## src/rtl/mc_ctrl.sv

```systemverilog
// Multi-cycle MIPS control unit: sequences FETCH/DECODE/EXEC/MEM/WB, waits on data memory,
// traps or skips illegal encodings and counts retired instructions.
module mc_ctrl #(
  parameter int       MEM_LAT      = 0,
  parameter bit       ILLEGAL_TRAP = 1'b1,
  parameter int       CNT_W        = 32
) (
  input  logic             clk,
  input  logic             reset,
  input  logic [5:0]       op,
  input  logic [5:0]       funct,
  input  logic             zero,
  output logic             pc_write,
  output logic [1:0]       pc_src,
  output logic             ir_write,
  output logic             reg_write,
  output logic [1:0]       reg_dst,
  output logic [1:0]       mem_to_reg,
  output logic             alu_src,
  output logic [3:0]       alu_op,
  output logic [1:0]       ext_op,
  output logic             mem_read,
  output logic             mem_write,
  output logic [2:0]       dm_op,
  output logic [2:0]       state,
  output logic             instr_done,
  output logic             halted,
  output logic [CNT_W-1:0] instr_count
);

  typedef enum logic [2:0] {
    S_FETCH = 3'd0, S_DECODE = 3'd1, S_EXEC = 3'd2, S_MEM = 3'd3, S_WB = 3'd4, S_HALT = 3'd5
  } state_t;

  typedef enum logic [3:0] {
    C_ILL, C_ADD, C_SUB, C_SLL, C_JR, C_ORI, C_LUI, C_LW,
    C_LB, C_LH, C_SW, C_SB, C_SH, C_BEQ, C_BNE, C_JAL
  } class_t;

  localparam logic [3:0] LAT = 4'(MEM_LAT);

  state_t     cur_state, nxt_state;
  class_t     cls, dec_cls;
  logic [3:0] wait_cnt;
  logic       is_load, is_store, is_rtype;

  always_comb begin
    dec_cls = C_ILL;
    case (op)
      6'b000000: begin
        case (funct)
          6'b100000: dec_cls = C_ADD;
          6'b100010: dec_cls = C_SUB;
          6'b000000: dec_cls = C_SLL;
          6'b001000: dec_cls = C_JR;
          default:   dec_cls = C_ILL;
        endcase
      end
      6'b001101: dec_cls = C_ORI;
      6'b001111: dec_cls = C_LUI;
      6'b100011: dec_cls = C_LW;
      6'b100000: dec_cls = C_LB;
      6'b100001: dec_cls = C_LH;
      6'b101011: dec_cls = C_SW;
      6'b101000: dec_cls = C_SB;
      6'b101001: dec_cls = C_SH;
      6'b000100: dec_cls = C_BEQ;
      6'b000101: dec_cls = C_BNE;
      6'b000011: dec_cls = C_JAL;
      default:   dec_cls = C_ILL;
    endcase
  end

  assign is_load  = (cls == C_LW) || (cls == C_LB) || (cls == C_LH);
  assign is_store = (cls == C_SW) || (cls == C_SB) || (cls == C_SH);
  assign is_rtype = (cls == C_ADD) || (cls == C_SUB) || (cls == C_SLL);

  always_ff @(posedge clk) begin
    if (reset) begin
      cur_state <= S_FETCH;
    end else begin
      cur_state <= nxt_state;
    end
  end

  // The wait counter is reloaded every EXEC cycle so it always holds MEM_LAT on MEM entry.
  always_ff @(posedge clk) begin
    if (reset) begin
      cls         <= C_ILL;
      wait_cnt    <= 4'd0;
      instr_count <= '0;
    end else begin
      if (cur_state == S_DECODE) cls <= dec_cls;
      if (cur_state == S_EXEC) wait_cnt <= LAT;
      else if (cur_state == S_MEM && wait_cnt != 4'd0) wait_cnt <= wait_cnt - 4'd1;
      if (instr_done) instr_count <= instr_count + CNT_W'(1);
    end
  end

  always_comb begin
    nxt_state = cur_state;
    case (cur_state)
      S_FETCH:  nxt_state = S_DECODE;
      S_DECODE: begin
        if (dec_cls != C_ILL) nxt_state = S_EXEC;
        else if (ILLEGAL_TRAP) nxt_state = S_HALT;
        else nxt_state = S_FETCH;
      end
      S_EXEC: begin
        if (is_rtype || cls == C_ORI || cls == C_LUI) nxt_state = S_WB;
        else if (is_load || is_store) nxt_state = S_MEM;
        else nxt_state = S_FETCH;
      end
      S_MEM: begin
        if (wait_cnt == 4'd0) nxt_state = is_load ? S_WB : S_FETCH;
      end
      S_WB:     nxt_state = S_FETCH;
      S_HALT:   nxt_state = S_HALT;
      default:  nxt_state = S_FETCH;
    endcase
  end

  always_comb begin
    pc_write   = 1'b0;
    pc_src     = 2'b00;
    ir_write   = 1'b0;
    reg_write  = 1'b0;
    reg_dst    = 2'b00;
    mem_to_reg = 2'b00;
    alu_src    = 1'b0;
    alu_op     = 4'b0000;
    ext_op     = 2'b00;
    mem_read   = 1'b0;
    mem_write  = 1'b0;
    dm_op      = 3'b000;
    instr_done = 1'b0;
    halted     = 1'b0;
    case (cur_state)
      S_FETCH: begin
        ir_write = 1'b1;
        pc_write = 1'b1;
      end
      S_DECODE: begin
        if (dec_cls == C_ILL && !ILLEGAL_TRAP) instr_done = 1'b1;
      end
      S_EXEC: begin
        case (cls)
          C_ADD: alu_op = 4'b0010;
          C_SUB: alu_op = 4'b0011;
          C_SLL: alu_op = 4'b0100;
          C_ORI: begin
            alu_op  = 4'b0001;
            alu_src = 1'b1;
          end
          C_LUI: begin
            alu_op  = 4'b0001;
            alu_src = 1'b1;
            ext_op  = 2'b10;
          end
          C_LW, C_LB, C_LH, C_SW, C_SB, C_SH: begin
            alu_op  = 4'b0010;
            alu_src = 1'b1;
            ext_op  = 2'b01;
          end
          C_BEQ, C_BNE: begin
            alu_op     = 4'b0011;
            ext_op     = 2'b01;
            pc_src     = 2'b01;
            pc_write   = (cls == C_BEQ) ? zero : !zero;
            instr_done = 1'b1;
          end
          C_JR: begin
            pc_write   = 1'b1;
            pc_src     = 2'b11;
            instr_done = 1'b1;
          end
          C_JAL: begin
            reg_write  = 1'b1;
            reg_dst    = 2'b10;
            mem_to_reg = 2'b10;
            pc_write   = 1'b1;
            pc_src     = 2'b10;
            instr_done = 1'b1;
          end
          default: ;
        endcase
      end
      S_MEM: begin
        case (cls)
          C_LB:    dm_op = 3'b001;
          C_LH:    dm_op = 3'b010;
          C_SB:    dm_op = 3'b011;
          C_SH:    dm_op = 3'b100;
          default: dm_op = 3'b000;
        endcase
        mem_read   = is_load;
        mem_write  = is_store && (wait_cnt == LAT);
        instr_done = is_store && (wait_cnt == 4'd0);
      end
      S_WB: begin
        reg_write  = 1'b1;
        reg_dst    = is_rtype ? 2'b01 : 2'b00;
        mem_to_reg = is_load ? 2'b01 : 2'b00;
        instr_done = 1'b1;
      end
      S_HALT:  halted = 1'b1;
      default: ;
    endcase
    // Reset suppresses every side effect so an abandoned instruction writes nothing.
    if (reset) begin
      pc_write   = 1'b0;
      ir_write   = 1'b0;
      reg_write  = 1'b0;
      mem_read   = 1'b0;
      mem_write  = 1'b0;
      instr_done = 1'b0;
      halted     = 1'b0;
    end
  end

  assign state = cur_state;

endmodule
```

## config.mk

```make
export PLATFORM = sky130hd
export DESIGN_NAME = mc_ctrl
export DESIGN_NICKNAME = d
export VERILOG_FILES = /design/src/rtl/mc_ctrl.sv
export SDC_FILE = /design/constraint.sdc
export NUM_CORES = 1
export LEC_CHECK = 0
export ABC_AREA = 1
export BUFFER_PORTS_ARGS = -buffer_cell sky130_fd_sc_hd__buf_2
export CORE_AREA = 2 2 123 65
export DETAILED_ROUTE_END_ITERATION = 8
export DIE_AREA = 0 0 125 67
export PLACE_DENSITY = 0.71
export SLEW_MARGIN = 20
export SYNTH_ARGS = -nofsm -noshare
export SYNTH_HDL_FRONTEND = slang
export SYNTH_SLANG_ARGS = --single-unit
```

## constraint.sdc

```tcl
create_clock -name clk -period 2.3 [get_ports clk]
set_clock_uncertainty 0.2 [all_clocks]
set_input_delay 0.575 -clock clk [delete_from_list [all_inputs] [get_ports clk]]
set_output_delay 0.575 -clock clk [all_outputs]
set_load 0.02 [all_outputs]
```

### Word level (Yosys, flattened, before mapping)

Index checks and enable logic that the tools add are counted.

* flip-flop bits (word level): 43
* bits of input ports: 15
* output and inout port bits: 58
* word-level logic and storage cells: 109

* $add $sub $neg: 2
* eq/ne operators: 35
* mux-type cells: 41
* reductions and logical operators: 27

Operators by type and width (number)
* $eq 6x6->1 const B: 8
* $pmux 4 s12: 1
* $pmux 3 s4: 3
* $add 32x1->32 const B: 1
* $eq 4x4->1 const B: 8
* $eq 6x4->1 const B: 3
* $mux 1: 18
* $mux 3: 6
* $eq 4x3->1 const B: 4
* $reduce_or 8->1: 2
* $pmux 3 s5: 1
* $eq 6x3->1 const B: 2
* $logic_not 6->1: 2
* $pmux 2 s2: 3
* $logic_or 1x1->1: 9
* $eq 4x2->1 const B: 2
* $mux 2: 4
* $reduce_bool 4->1: 2
* $reduce_or 2->1: 4
* $reduce_or 7->1: 1
* $eq 3x2->1 const B: 2
* $eq 3x3->1 const B: 2
* $eq 6x2->1 const B: 1
* $pmux 1 s2: 3
* 12 further kinds: 13

### Depth between registers and ports, before layout

Gate-level depths: netlist (run 1).

* depth in word-level cells: 7
* depth in mapped cells: 13
* depth with buffers taken out: 13

### Worst setup path before layout (run 1)

Ideal clock, no wire load.

* path type: flip-flop to output port
* from: register cur_state[1], in the netlist state[1]
* to: output port alu_op[0]
* arrival time: 2.002 ns
* required time: 1.525 ns
* setup slack: -0.477 ns
* stages on the path, launching flop included: 5
* path buffers: 0
* cells stage by stage: dfxtp_1 > inv_2 > nor2_4 > inv_1 > a2111oi_0

* word-level cells in the longest chain between the ends: 2

RTL lines
* start: declaration: line 42 `state_t cur_state, nxt_state;`
* start signal: assignment: line 82 `cur_state <= nxt_state;`
* $eq 3x2->1: line 138 `case (cur_state)`
* $mux 3: line 138
* end: declaration: line 20 `output logic [3:0] alu_op,`

Every way passes these cells.

### Worst setup path in the final report (run 1)

* from: register cls[2]
* to: output port alu_src

* word-level cells in the longest chain between the ends: 4
* elaborated cells between the ends (all ways): 11
* classes of those cells: 8 x eq/ne; 2 x mux; 1 x reduce/logical

RTL lines
* start: declaration: line 43 `class_t cls, dec_cls;`
* start signal: assignment: line 93 `if (cur_state == S_DECODE) cls <= dec_cls;`
* $eq 4x3->1 or $eq 4x4->1 (tied branches): line 147 `case (cls)`
* $reduce_or 8->1 (no line) *
* $mux 1 *: line 147
* $mux 1 *: line 138
* end: declaration: line 19 `output logic alu_src,`

Every way passes the cells marked *; elsewhere a longest branch is shown, timed or not.

==> impl_metrics.py, run 1 <==
metrics = {
    "placement": {
        "io_buffers": 71,
        "finalWeightedCongestion": 0.941,
        "pre_cts_ws_ps": 71.0,
        "dp_hpwl_mm": 6.83,
    },
    "sta": {
        "hold_viol": 0,
        "slew_violations": 0,
        "clock.fmax_mhz": 414,
        "whs_ps": 273,
        "setup_viol": 12,
        "finalCriticalPeriod_ps": 2420,
        "rsz0062_at_grt": "true",
        "fin_ws_ps": -117,
        "finalSetupTns_ps": -531,
        "fin_crit_sh_pct": 105,
    },
    "cts": {
        "cts_hold_buf": 0,
        "clock_latency_ps": 280,
        "clk_pin_slew_ps": 60,
        "clock_path_buffers": 2,
        "cts_inserted_buffers": 5,
        "cts_tree": "done",
        "cts_sinks": 43,
        "cts_max_level": 2,
        "root_buffer": "clkbuf_16",
    },
    "detailed_routing": {
        "ant_nets": 0,
        "wl_per_cell_um": 13.1,
        "via_per_inst": 5.05,
        "drt-pass1-iter-count": 5,
        "detailedRoute.firstIterationViolations": 172,
        "drc": 0,
        "vias": 3599,
        "drt-total-wl_mm": 9.35,
    },
    "cells_and_area": {
        "drive_above_1_share_pct": 32.4,
        "area_growth_pct": 31.1,
        "fin_nets": 633,
        "diodes": 0,
    },
    "synth": {
        "synthXorXnorAreaFrac_pct": 4.61,
        "synth_ff_type": "dfxtp_1",
        "yosys.area_share.simple_pct": 41.3,
        "synth_cell_type_count": 45,
        "synth_compound_area_share_pct": 13.9,
        "yosys.area.top_type": "dfxtp_1",
        "yosys.area_share.adder_pct": 0.774,
        "ys_top_cells_by_count": "nand2_1 (128), nor2_1 (79), inv_1 (72)",
        "synth_edf_count": 0,
        "ys_async_sr_fraction_pct": 0,
        "synth_area_um2": 3230,
        "yosysWarnings": 0,
        "muxShareOfSynthArea_pct": 0,
        "synth.net_count": 538,
        "syn_avg_cell_area_um2": 6.20,
        "synth_top_cells_by_area": "dfxtp_1 (27%), nand2_1 (15%), nor2_1 (9.2%)",
        "synth_cells": 521,
        "synth_top_family_by_area": "simple AND/OR/NAND/NOR gates",
        "netlist.area_leader.share_pct": 26.6,
        "ys_seq_area_share_pct": 26.6,
        "yosysMostFrequentCell": "nand2_1",
        "synth_seq_cells": 43,
    },
    "critical_path": {
        "reg2reg_to": "instr_count[24]",
        "worst_setup_path_start_kind": "register",
        "cp_num_buf_inv": 4,
        "end_kind": "output pin",
        "rr_startpoint": "instr_count[0]",
        "crit_top_cell": "nor2_1",
        "critPathMaxFanout": 4,
        "slowest_delay_ps": 370,
        "crit_arrival_ps": 1640,
        "critPathKind": "register to output pin",
        "crit_path_cell_trace": "inv_4, nor2_4, inv_2, nor2_1, inv_1, o21ai_2, or2_4, a21oi_2, nor2_1, buf_4",
        "path_delay_family": "simple AND/OR/NAND/NOR gates",
        "crit_required_ps": 1520,
        "rr_worst_depth": 7,
        "ff2ff_setup_slack_ps": 250,
        "cpMaxStageDelayCell": "dfxtp_4",
    },
    "run_status": {
        "violations": "negative setup slack",
        "status": "complete, but fails checks",
    },
    "power": {
        "p_per_area_nw_per_um2": 591,
        "peakVddDrop_mv": 0.334,
        "cellLeakagePower_nw": 1.98,
    },
    "flow_run": {
        "maxCapViolCount": 0,
    },
    "global_route": {
        "grt.overflow.total": 0,
        "grt_pass1_wl_mm": 15.1,
        "antenna_found_initial": 0,
        "grt_pass1_vias": 3324,
        "track_usage_pct": 22.2,
        "grt_max_degree": 23,
    },
    "worst_hold_path": {
        "hold_path_startpoint": "wait_cnt[0]",
        "min_to": "wait_cnt[0]",
        "hp-class": "register to register",
        "worstHoldPathCells": 2,
    },
    "die": {
        "rows": 22,
        "ios": 73,
        "fp.dieArea_um2": 8380,
        "die_y_um": 67,
        "coreArea_um2": 7210,
        "start_util_pct": 44.8,
        "fp.dieW_um": 125,
    },
}
through the flow:
stage	utilization [%]	instances	area [um2]	power (mW)
after CTS	55.8	706	4030	2.36
after detailed placement	51.5	685	3710	1.54
after global placement	51.5	685	3710	1.54
after floorplan	-	521	3270	1.36
final	58.8	713	4240	2.50
after global routing	58.8	713	4240	2.63
worst max-delay path by stage:
stage | startpoint | endpoint | slack [ps] | cells past startpoint
global placement | cls[2] | alu_src | 70 | 10
finish | cls[2] | alu_src | -120 | 10
CTS | state[2] | alu_op[0] | -80 | 6
global route | state[2] | alu_op[2] | -160 | 7
floorplan | state[2] | reg_write | 0.5 | 7
detailed placement | cls[2] | alu_src | 70 | 10
cells by family after synthesis:
group | Yosys count
adders and majority gates | 2
AOI/OAI and AO/OA | 68
and+or+nand+nor | 297
buffers and inverters | 93
other | 1
DFF | 43
xor gates and xnor gates | 17
worst register-to-register path, stage by stage (launching register included):
cell,delay (ps)
dfxtp_1,420
ha_1,260
nand3_1,190
nor3_1,330
nand4_1,230
xor2_1,190
nand2_1,80
a21oi_2,50
power by group:
part	switching, mW	internal (mW)	total (mW)	leakage (nW)
combinational	0.601	0.339	0.940	1.56
sequential	0.0746	0.803	0.878	0.352
clock	0.284	0.402	0.686	0.0679
total	0.960	1.54	2.50	1.98
layer usage:
metal	track usage (%)	up-vias	wire, um
met5	0	-	0
met2	39.8	102	4500
li1	-	1843	-
met4	7.92	0	227
met3	4.34	24	496
met1	27.1	1630	4130
timing repair:
item                                    CTS  global route
setup buffers                            13             7
gates resized for setup                  30            53
pin swaps                                 3             7
hold endpoints to repair                  0             0
endpoints found under the setup margin   11            20
cell type report:
| cell class | instances | area [um2] |
|---|---|---|
| Clock buffer | 7 | 133 |
| Inverter | 80 | 314 |
| Multi-Input combinational cell | 385 | 2110 |
| Sequential cell | 43 | 878 |
| Fill cell | 689 | 2970 |
| Timing Repair Buffer | 101 | 673 |
| Tap cell | 96 | 120 |
| Clock inverter | 1 | 5.00 |
state kept, by name, indices dropped and copies added (netlist names):
| signal | flops |
|---|---|
| cls | 4 |
| instr_count | 32 |
| state | 3 |
| wait_cnt | 4 |
placed cells by master, fill, tap and decap left out, drive strengths merged, types with 2 or more instances in the layout:
cell | netlist | layout
ha | 2 | 2
xor2 | 12 | 12
nand2 | 140 | 140
buf | 10 | 101
dfxtp | 43 | 43
nor3 | 21 | 21
a21oi | 37 | 37
o21bai | 2 | 2
clkbuf | 3 | 7
nor4 | 3 | 3
nor2 | 84 | 84
xnor2 | 5 | 5
clkinv | 1 | 2
a211oi | 2 | 2
nand4 | 14 | 14
or2 | 2 | 2
o21a | 3 | 3
inv | 79 | 78
nand3 | 32 | 32
o21ai | 21 | 21
No activity file was read; power rests on OpenSTA's default activity.
==> run 2, diff against run 1 <==
--- a/config.mk
+++ b/config.mk
@@ -7,10 +7,10 @@
 export LEC_CHECK = 0
 export ABC_AREA = 1
 export BUFFER_PORTS_ARGS = -buffer_cell sky130_fd_sc_hd__buf_2
-export CORE_AREA = 2 2 123 65
+export CORE_AREA = 2 2 112 60
 export DETAILED_ROUTE_END_ITERATION = 8
-export DIE_AREA = 0 0 125 67
-export PLACE_DENSITY = 0.71
+export DIE_AREA = 0 0 114 62
+export PLACE_DENSITY = 0.82
 export SLEW_MARGIN = 20
 export SYNTH_ARGS = -nofsm -noshare
 export SYNTH_HDL_FRONTEND = slang
==> run 2 against run 1 <==
  * The run still ends with negative setup slack left
  * Power about the same
  * Utilization increased by 6.7 points
  * Clock power up 12%
  * Global-route usage rose by 6.3 points
  * Sequential power grew 2%
  * Final area down 3.3%
  * Combinational power decreased by 11%
  * Worst hold slack worse by 3.1 ps
  * Worst setup slack improved by 10 ps
  * Critical path depth fell by 4
  * Largest cell class unchanged
  * Largest power group is now registers
==> impl_metrics.py, run 2 (same netlist as run 1, synthesis figures left out) <==
metrics = {
    "run_status": {
        "status": "complete, but fails checks",
        "violations": "negative setup slack",
    },
    "sta": {
        "fin_ws_ps": -107,
        "whs_ps": 270,
        "slew_violations": 0,
        "setup_viol": 11,
        "clock.fmax_mhz": 415,
        "finalCriticalPeriod_ps": 2410,
        "rsz0062_at_grt": "true",
        "hold_viol": 0,
        "fin_crit_sh_pct": 105,
    },
    "cells_and_area": {
        "largest_reg_flops": 32,
        "diodes": 0,
        "regMostFlops": "instr_count",
        "post-route-util_pct": 65.5,
        "final_common_cell": "nand2_1",
        "postLayoutCellArea_um2": 4100,
        "fin_cells": 689,
        "area_growth_pct": 26.8,
        "fin_nets": 625,
        "n_fill_cell": 579,
        "reg_top3": "instr_count x32, cls x4, wait_cnt x4",
        "final_cell_mix": "nand2_1 (124), nor2_1 (76), inv_1 (69)",
        "drive_above_1_share_pct": 30.0,
    },
    "critical_path": {
        "critPathMaxFanout": 7,
        "slowest_delay_ps": 360,
        "rr_worst_depth": 7,
        "worst_setup_path_start_kind": "register",
        "cp-endpoint": "alu_op[0]",
        "cpMaxStageDelayCell": "dfxtp_2",
        "cp-startpoint": "state[2]",
        "critPathKind": "register to output pin",
        "crit_required_ps": 1520,
        "rr_startpoint": "instr_count[5]",
        "crit_arrival_ps": 1630,
        "ff2ff_setup_slack_ps": 140,
        "reg2reg_to": "instr_count[25]",
        "crit_path_cell_trace": "nor2_2, inv_2, nor2_4, inv_1, a2111oi_2, buf_4",
        "end_kind": "output pin",
    },
    "flow_run": {
        "maxCapViolCount": 0,
    },
    "global_route": {
        "grt.overflow.total": 0,
        "antenna_found_initial": 0,
        "grt_pass1_vias": 3018,
        "grt_max_degree": 30,
        "grt_pass1_wl_mm": 15.5,
        "track_usage_pct": 28.5,
    },
    "worst_hold_path": {
        "hp-class": "register to register",
        "worstHoldPathCells": 2,
    },
    "detailed_routing": {
        "via_per_inst": 5.47,
        "detailedRoute.firstIterationViolations": 393,
        "drc": 0,
        "drt-pass1-iter-count": 5,
        "drt-total-wl_mm": 10.3,
        "ant_nets": 0,
        "vias": 3769,
        "wl_per_cell_um": 15.0,
    },
    "cts": {
        "cts_hold_buf": 0,
        "cts_inserted_buffers": 5,
        "clock_latency_ps": 290,
        "clk_pin_slew_ps": 60,
        "clock_path_buffers": 2,
        "cts_tree": "done",
        "root_buffer": "clkbuf_16",
        "cts_sinks": 43,
        "cts_max_level": 2,
    },
    "power": {
        "p_per_area_nw_per_um2": 611,
        "cellLeakagePower_nw": 1.94,
        "power_mw": 2.50,
        "peakVddDrop_mv": 0.386,
    },
    "die": {
        "fp.dieArea_um2": 7070,
        "start_util_pct": 51.7,
        "fp.dieW_um": 114,
        "ios": 73,
        "rows": 21,
        "die_y_um": 62,
        "coreArea_um2": 6250,
    },
    "placement": {
        "placed_area_um2": 3710,
        "io_buffers": 71,
        "finalWeightedCongestion": 0.947,
        "dp_hpwl_mm": 7.93,
        "post-place-cells": 671,
    },
}
-- run 2: cell count changes in the layout (fill, tap and decap cells not counted), sizes merged --
cell    previous run  this run
clkinv             2         1
inv               78        79
buf              101        93
-- run 2: worst min-delay path by stage --
| stage | start | endpoint | slack [ps] |
|---|---|---|---|
| final | wait_cnt[0] | wait_cnt[0] | 270 |
| after global routing | wait_cnt[0] | wait_cnt[0] | 310 |
| after CTS | wait_cnt[0] | wait_cnt[0] | 270 |
| after detailed placement | wait_cnt[0] | wait_cnt[0] | 260 |
| after global placement | wait_cnt[0] | wait_cnt[0] | 260 |
| after floorplan | wait_cnt[0] | wait_cnt[0] | 240 |
-- run 2: where the power goes --
part	leakage, nW	total, mW	switching [mW]	internal (mW)
Sequential	0.352	0.896	0.0878	0.808
Clock	0.0761	0.769	0.307	0.462
Combinational	1.51	0.838	0.554	0.284
-- run 2: final cells by class --
| type | instances | area (um2) | area share [%] |
|---|---|---|---|
| clock buffer | 7 | 153 | 3.73 |
| clock inverter | 1 | 7.51 | 0.183 |
| tap | 80 | 100 | 2.44 |
| sequential | 43 | 883 | 21.6 |
| inverter | 80 | 308 | 7.51 |
| multi-input combinational | 385 | 2080 | 50.9 |
| timing repair buffer | 93 | 562 | 13.7 |
-- run 2: timing repair --
item,4_1_cts,5_1_grt
buffers inserted,4,6
pin swaps,2,4
endpoints found under the setup margin,13,18
resized for setup,30,23
hold endpoints to repair,0,0
-- run 2: per-layer routing --
metal | share of wire, % | vias to the layer above | GRT usage, %
met4 | 1.0 | 0 | 4.53
met5 | 0 | - | 0
met2 | 38 | 235 | 37.7
met3 | 12 | 18 | 7.08
met1 | 49 | 1692 | 45.9
li1 | - | 1824 | -
-- run 2: per-stage QoR --
stage | setup slack (ps) | TNS [ps]
after floorplan | 0.547 | 0
after global placement | 88.9 | 0
after detailed placement | -23.1 | -49.5
after CTS | -70.6 | -180
after global routing | -168 | -1180
final | -107 | -443
-- run 2: worst max-delay path, delay by kind of cell, from the launching register on --
family | cells | cell delay, ps
buf+inv | 3 | 470
flops | 1 | 360
compound gates | 1 | 290
simple gates | 2 | 230
